### config.mk
export PLATFORM = sky130hd
export DESIGN_NAME = division_result_display
export DESIGN_NICKNAME = d
export VERILOG_FILES = /design/src/rtl/division_result_display.sv
export SDC_FILE = /design/constraint.sdc
export NUM_CORES = 1
export LEC_CHECK = 0
export BUFFER_PORTS_ARGS = -buffer_cell sky130_fd_sc_hd__buf_2
export CELL_PAD_IN_SITES_DETAIL_PLACEMENT = 1
export CELL_PAD_IN_SITES_GLOBAL_PLACEMENT = 2
export CORE_ASPECT_RATIO = 0.5
export CORE_MARGIN = 2
export CORE_UTILIZATION = 42
export DETAILED_ROUTE_END_ITERATION = 7
export GPL_ROUTABILITY_DRIVEN = 0
export HOLD_SLACK_MARGIN = 0.15
export PLACE_DENSITY = 0.95
export SLEW_MARGIN = 25
export SYNTH_ARGS = -nofsm -noshare
export SYNTH_HDL_FRONTEND = slang
export SYNTH_SLANG_ARGS = --single-unit
### constraint.sdc
create_clock -name clk -period 3.4 [get_ports clk]
set_input_delay 0 -clock clk [delete_from_list [all_inputs] [get_ports clk]]
set_output_delay 0 -clock clk [all_outputs]
set_load 0.02 [all_outputs]
### src/rtl/division_result_display.sv
// Captures divider results, converts the selected value to BCD with a sequential
// double-dabble and scans it onto a 4-digit multiplexed seven-segment display.
module division_result_display #(
  parameter logic [15:0] SCAN_DIV         = 16'd50000,
  parameter bit          SEG_ACTIVE_LOW   = 1'b1,
  parameter bit          DIGIT_ACTIVE_LOW = 1'b1
) (
  input  logic        clk,
  input  logic        rst,
  input  logic        done,
  input  logic [15:0] quotient,
  input  logic [16:0] remainder,
  input  logic        sel,
  output logic [6:0]  seg,
  output logic [3:0]  digit,
  output logic        busy,
  output logic        ovf
);

  typedef enum logic {IDLE, CONV} state_t;

  localparam logic [6:0] PAT_BLANK = 7'h00;
  localparam logic [6:0] PAT_DASH  = 7'h40;

  function automatic logic [6:0] seg7(input logic [3:0] n);
    logic [6:0] p;
    case (n)
      4'd0:    p = 7'h3F;
      4'd1:    p = 7'h06;
      4'd2:    p = 7'h5B;
      4'd3:    p = 7'h4F;
      4'd4:    p = 7'h66;
      4'd5:    p = 7'h6D;
      4'd6:    p = 7'h7D;
      4'd7:    p = 7'h07;
      4'd8:    p = 7'h7F;
      4'd9:    p = 7'h6F;
      default: p = PAT_BLANK;
    endcase
    return p;
  endfunction

  state_t      state_reg;
  logic        done_d_reg;
  logic        sel_d_reg;
  logic [15:0] hold_q_reg;
  logic [16:0] hold_r_reg;
  logic        pending_reg;
  logic [3:0]  count_reg;
  logic [15:0] bin_reg;
  logic [19:0] bcd_reg;
  logic        neg_reg;
  logic [15:0] disp_reg;
  logic        ovf_reg;
  logic [15:0] scan_cnt_reg;
  logic [1:0]  scan_idx_reg;
  logic [6:0]  seg_reg;
  logic [3:0]  digit_reg;

  logic        capture;
  logic        trigger;
  logic [15:0] src_q;
  logic [16:0] src_r;
  logic [15:0] load_bin;
  logic        load_neg;
  logic [19:0] bcd_adj;
  logic [19:0] bcd_next;
  logic        last_shift;
  logic [6:0]  pat [4];
  logic [3:0]  blank;

  assign capture    = done & ~done_d_reg;
  assign trigger    = capture | (sel != sel_d_reg);
  // A capture on this very edge must feed the load, before the holding registers catch up.
  assign src_q      = capture ? quotient  : hold_q_reg;
  assign src_r      = capture ? remainder : hold_r_reg;
  assign load_bin   = sel ? src_r[15:0] : src_q;
  assign load_neg   = sel & src_r[16];
  assign last_shift = (count_reg == 4'd15);

  for (genvar gi = 0; gi < 5; gi++) begin : g_adj
    assign bcd_adj[4*gi +: 4] = (bcd_reg[4*gi +: 4] >= 4'd5) ? bcd_reg[4*gi +: 4] + 4'd3
                                                               : bcd_reg[4*gi +: 4];
  end
  assign bcd_next = 20'({bcd_adj, bin_reg[15]});

  // Blank every digit above the most significant nonzero one; units always shows.
  for (genvar gi = 0; gi < 4; gi++) begin : g_digit
    assign blank[gi] = (gi != 0) && (disp_reg[15:4*gi] == '0);
    assign pat[gi]   = ovf_reg   ? PAT_DASH  :
                       blank[gi] ? PAT_BLANK : seg7(disp_reg[4*gi +: 4]);
  end

  always_ff @(posedge clk or negedge rst) begin
    if (!rst) begin
      state_reg    <= IDLE;
      done_d_reg   <= 1'b0;
      sel_d_reg    <= 1'b0;
      hold_q_reg   <= '0;
      hold_r_reg   <= '0;
      pending_reg  <= 1'b0;
      count_reg    <= '0;
      bin_reg      <= '0;
      bcd_reg      <= '0;
      neg_reg      <= 1'b0;
      disp_reg     <= '0;
      ovf_reg      <= 1'b0;
      scan_cnt_reg <= '0;
      scan_idx_reg <= '0;
      seg_reg      <= {7{SEG_ACTIVE_LOW}};
      digit_reg    <= {4{DIGIT_ACTIVE_LOW}};
    end else begin
      done_d_reg <= done;
      sel_d_reg  <= sel;
      if (capture) begin
        hold_q_reg <= quotient;
        hold_r_reg <= remainder;
      end

      case (state_reg)
        IDLE: begin
          if (trigger) begin
            state_reg <= CONV;
            bin_reg   <= load_bin;
            bcd_reg   <= '0;
            count_reg <= '0;
            neg_reg   <= load_neg;
          end
        end
        CONV: begin
          bin_reg   <= bin_reg << 1;
          bcd_reg   <= bcd_next;
          count_reg <= count_reg + 4'd1;
          if (trigger) begin
            pending_reg <= 1'b1;
          end
          if (last_shift) begin
            disp_reg    <= bcd_next[15:0];
            ovf_reg     <= (bcd_next[19:16] != 4'd0) | neg_reg;
            pending_reg <= 1'b0;
            if (pending_reg || trigger) begin
              bin_reg   <= load_bin;
              bcd_reg   <= '0;
              count_reg <= '0;
              neg_reg   <= load_neg;
            end else begin
              state_reg <= IDLE;
            end
          end
        end
        default: state_reg <= IDLE;
      endcase

      if (scan_cnt_reg == SCAN_DIV - 16'd1) begin
        scan_cnt_reg <= '0;
        scan_idx_reg <= scan_idx_reg + 2'd1;
      end else begin
        scan_cnt_reg <= scan_cnt_reg + 16'd1;
      end

      seg_reg   <= pat[scan_idx_reg] ^ {7{SEG_ACTIVE_LOW}};
      digit_reg <= (4'b0001 << scan_idx_reg) ^ {4{DIGIT_ACTIVE_LOW}};
    end
  end

  assign seg   = seg_reg;
  assign digit = digit_reg;
  assign busy  = (state_reg == CONV);
  assign ovf   = ovf_reg;

endmodule

# After elaboration in Yosys (flattened, before gate mapping)
# Memories as Yosys holds them, arrays and structs flattened.
# Cells that the tools add are included.
# totals
regBits,124
mem_bits_ro,448
inputBits,37
wordCells,100
mem_count,4
# classes
addsub,8
order_cmp,6
n_eq_ne,6
shift,1
muxes,41
bitwise,9
reduce_logical,9
# mem_list
memory,depth,word_bits,rd,rd_ports_with_merged_regs,write_ports,line_no,source
(name not given),16,7,1,0,0,27,case (n)
(name not given),16,7,1,0,0,27,
(name not given),16,7,1,0,0,27,
(name not given),16,7,1,0,0,27,
# ops
operator,n
16-bit 2-to-1 mux,6
7-bit 2-to-1 mux,9
20-bit 2-to-1 mux,3
20-bit one-hot mux with 2 select lines,1
16-bit one-hot mux with 2 select lines,1
4-bit 2-to-1 mux,7
4-bit by 3-bit greater-or-equal comparator with 1-bit output (second input constant),5
17-bit 2-to-1 mux,1
16-bit by 1-bit adder with 16-bit output (second input constant),1
4-bit by 2-bit adder with 4-bit output (second input constant),4
16-bit equality test (second input constant),1
7-bit binary-select mux with 2-bit select,1
12-bit logical NOT,1
8-bit logical NOT,1
1-bit 2-to-1 mux,8
4-bit one-hot mux with 2 select lines,1
7-bit inverter,1
4-bit by 1-bit adder with 4-bit output (second input constant),1
4-bit equality test (second input constant),1
4-bit logical NOT,1
2-bit by 1-bit != test with 1-bit output (second input constant),2
4-bit inverter,1
1-bit one-hot mux with 2 select lines,2
2-bit AND reduction,2
other kinds (15),18

# Longest topological paths before layout
# depth
word_depth,7
depth_mapped,7
ltp_nobuf,6

# Worst setup path after synthesis
# OpenSTA, ideal clock, no wires.
# synth_timing
path_kind,reg-to-reg
startpoint,register scan_cnt_reg[0]
endpoint,register scan_idx_reg[1]
setup_time_ns,0.128
arrival_time_ns,1.653
t_required_ns,3.272
slack_ns,1.619
stages_incl_launch_ff,6
n_path_buf,0
path_cell_list,dfrtp_1 -> ha_1 -> nand3_1 -> or3_4 -> nor2_4 -> mux2_1
# synth_between
elab_chain_cells,1
# synth_rtl
element,line_no,source
"start, declared",55,logic [15:0] scan_cnt_reg;
"start signal, assigned",158,scan_cnt_reg <= scan_cnt_reg + 16'd1;
16-bit equality test,154,if (scan_cnt_reg == SCAN_DIV - 16'd1) begin
"end signal, assigned",156,scan_idx_reg <= scan_idx_reg + 2'd1;
"end, declared",56,logic [1:0] scan_idx_reg;
# Every way passes these cells.
# A chain may end at the register's enable or synchronous reset.

# Final worst setup path
# layout_timing
startpoint,input port sel
endpoint,register bin_reg[4]
# layout_between
elab_chain_cells,6
word_cells_on_any_way,9
# layout_rtl
element,line_no,source
"start, declared",13,"input logic sel,"
1-bit != test,73,assign trigger = capture | (sel != sel_d_reg);
1-bit bitwise OR,73,
1-bit logical OR,141,if (pending_reg || trigger) begin
16-bit 2-to-1 mux,141,
16-bit 2-to-1 mux,137,if (last_shift) begin
16-bit one-hot mux with 2 select lines,120,case (state_reg)
"end signal, assigned",124,bin_reg <= load_bin;
"end signal, assigned",131,bin_reg <= bin_reg << 1;
"end signal, assigned",142,bin_reg <= load_bin;
"end, declared",50,logic [15:0] bin_reg;
# Parallel ways exist; a longest one is shown, timed or not. The select of a mux whose other input is x is not followed.

==> summary.txt <==
Worst setup path
  – FF-to-FF Start: done_d_reg$_DFF_PN0_
  – R2r setup slk: 1090 ps
  – FF-to-FF End: bin_reg[4]$_DFFE_PN0P_
  – Setup crit end kind: register
  – Critical Path Start: sel
  – Worst-path fanout max: 21
  – R2R depth: 4
  – WP data arrival: 2630 ps
  – Critical path type: input port to register
  – CP Data Required Time: 3710 ps
  – Startpoint type of the worst setup path: input port

STA
  – Finish-stage setup viols: 0
  – Tmin final: 2318 ps
  – Fin Hold WS: 186.5 ps
  – Fin crit share: 68.17%
  – Least-Margin Pin Slew: 899.1 ps
  – Max frequency: 0.4315 GHz
  – Slew HR: 40.06%
  – RSZ-0062 raised after global routing: no
  – Final hold vios: 0
  – Slew Viols, Final: 0
  – Post-Route Setup TNS: 0 ps
  – Post-route setup slack: 1082 ps
  – Final Skew: 11.14 ps

Floorplan
  – Io pins: 50
  – Starting Density: 42.76%
  – Die height: 92.36 µm
  – Die W: 180.7 µm
  – Site row count: 32
  – Core Area: 15330 µm²
  – Die area: 16690 µm²

Clocking
  – CTS H-tree depth: 4
  – CTS tree: yes
  – CTS Sinks: 124
  – Root Driver: clkbuf_16
  – Skew-Pair Late Insertion Delay: 430 ps
  – Clock buffer depth: 2
  – Post-CTS setup buffers: 0
  – Worst-path clk slew: 60 ps
  – Cts bufs inserted: 17

Final layout
  – Layout filler cell count: 1683
  – Share of layout cells above drive strength 1: 19.27%
  – Max reg flops: 20
  – Most frequent cells in the layout: dfrtp_1 (113), nand2_1 (74), nor2_1 (50)
  – Sequential Area: 3117 µm²
  – Commonest non-fill, non-tap cell in the layout: dfrtp_1
  – Area occupied by multi-input gates: 3178 µm²
  – # diodes: 0
  – Syn-to-layout area delta: 21.37%
  – NumNets Final: 797

Global routing
  – GRT overflow: 0
  – Largest net degree at the start of global routing: 103
  – Number of global-route vias before repair: 5512
  – GRT Util Overall: 21.78%
  – Initial antenna violation count: 0
  – Global-route wire length before repair: 28410 µm

Synth
  – Syn Inst Count: 643
  – Asr flop ratio synth: 100.0%
  – FF+latch count, synth: 124
  – Synth warn: 0
  – Synth area leaders: dfrtp_1 (43%), ha_1 (6.9%), mux2_2 (5.2%), dfstp_2 (4.4%), nand2_1 (4.3%)
  – Synth cell types: 63
  – Prevailing post-synth register cell: dfrtp_1
  – Leading area contributor after synthesis: dfrtp_1
  – Synth Cell Area: 6558 µm²
  – Number of synthesized flops with an enable pin: 0
  – Syn nets: 716
  – Synth top area share: 43.12%
  – Register area share after synthesis: 47.53%
  – Syn avg cell area: 10.20 µm²

Drt
  – Routed Antenna Nets: 0
  – Number of remaining DRC errors: 0
  – Via-per-instance ratio: 5.453
  – Drt total wl: 17290 µm
  – Routed len/inst: 18.37 µm
  – DRT iter0 DRCs: 368
  – Initial DRT Pass Iterations: 4
  – Routed via count: 5131

Power
  – Pwr dens: 798.2 nW/µm²
  – Overall Power: 6.352 mW
  – Sw frac: 37.05%
  – Leak: 3.518 nW
  – Worst IR Drop VDD: 0.3966 mV
  – P_int: 3.999 mW
  – Clock power share: 30.1%
  – Switching pwr: 2.353 mW
  – Combinational power share: 33.5%
  – Seq pwr share: 36.4%

Run
  – Max Cap Viol: 0

Worst hold path
  – Worst min path class: input port to async pin

Placed design
  – IO Port Bufs: 49
  – Dpl ws: 1056 ps
  – Final HPWL DP: 11400 µm

Run status
  – Run status: complete, no violations
## power groups by stage
stage	Combinational (mW)	Sequential (mW)	Clock (mW)
2_1_floorplan	1.62	2.16	0
3_3_place_gp	1.96	2.29	0
3_5_place_dp	2.08	2.33	0
4_1_cts	2.14	2.31	1.92
5_1_grt	2.41	2.37	2.00
6_report	2.13	2.31	1.91
## layout make-up
type                       count  share of cell area, %
clock buffer                  19                  5.691
clock inverter                13                  2.075
inverter                      36                  1.698
multi-input combinational    455                  39.93
sequential                   124                  39.16
tap                          204                  3.207
timing repair buffer          90                  8.238
## synth_stat cells (2+ instances only)
| cell | count |
|---|---|
| o31ai_1 | 11 |
| nand2b_1 | 13 |
| nand2_1 | 75 |
| clkbuf_1 | 18 |
| nor3_1 | 15 |
| a21oi_1 | 19 |
| nand4_1 | 3 |
| a31oi_1 | 3 |
| a32oi_1 | 6 |
| and3_1 | 3 |
| mux2_2 | 30 |
| nor4_1 | 4 |
| a22oi_1 | 10 |
| nor2b_1 | 13 |
| nor2_1 | 50 |
| mux2i_1 | 7 |
| o32a_1 | 2 |
| a211oi_1 | 7 |
| xnor2_1 | 13 |
| nand3_1 | 14 |
| mux4_2 | 5 |
| xor2_1 | 10 |
| and2_1 | 3 |
| dfrtp_1 | 113 |
| nor3b_1 | 10 |
| dfstp_2 | 11 |
| and4_1 | 4 |
| a221oi_1 | 5 |
| o21ai_0 | 40 |
| buf_6 | 2 |
| ha_1 | 36 |
| buf_2 | 8 |
| inv_1 | 34 |
| o22ai_1 | 11 |
| o211ai_1 | 6 |
| clkinv_1 | 2 |
## kinds of logic after synthesis
group | count (synthesis) | share of synthesized area (%)
flops | 124 | 47.53
mux | 44 | 8.338
fa+ha+maj | 36 | 6.869
compound gates | 134 | 13.78
xor+xnor | 23 | 3.072
buf+inv | 64 | 4.045
simple gates | 218 | 16.37
## metal layers
metal	global-route usage, %	part of all wire (%)	vias to the layer above
li1	-	-	2436
met1	27.98	47	2569
met2	36.34	47	90
met4	8.804	2.6	0
met5	0	0	-
met3	4.522	3.4	36
## per-stage QoR
step	cell area, µm²	std cells	util (%)
global placement	6973	872	45.47
CTS	7961	941	51.92
floorplan	6558	643	-
finish	7959	941	51.90
detailed placement	6973	872	45.47
global route	7959	941	51.90
## worst max path at each step
stage	endpoint	slack, ps	cells past startpoint
global placement	bin_reg[8]$_DFFE_PN0P_	1190	4
floorplan	scan_idx_reg[1]$_DFFE_PN0N_	1620	5
detailed placement	bin_reg[8]$_DFFE_PN0P_	1060	4
CTS	bin_reg[8]$_DFFE_PN0P_	1030	4
global route	bin_reg[12]$_DFFE_PN0P_	890	6
finish	bin_reg[4]$_DFFE_PN0P_	1080	6
## critical path, stage by stage
cell	delay, ps
dlygate4sd3_1	530
buf_2	440
xnor2_1	270
a32oi_4	620
nand2_1	390
o31ai_1	370
## what timing repair did
action                                  in CTS  in global routing
endpoints found under the hold margin      164                  0
resized for setup                            0                  0
hold buffers                                37                  0
endpoints found under the setup margin       0                  0
No activity file was read; power rests on OpenSTA's default activity.
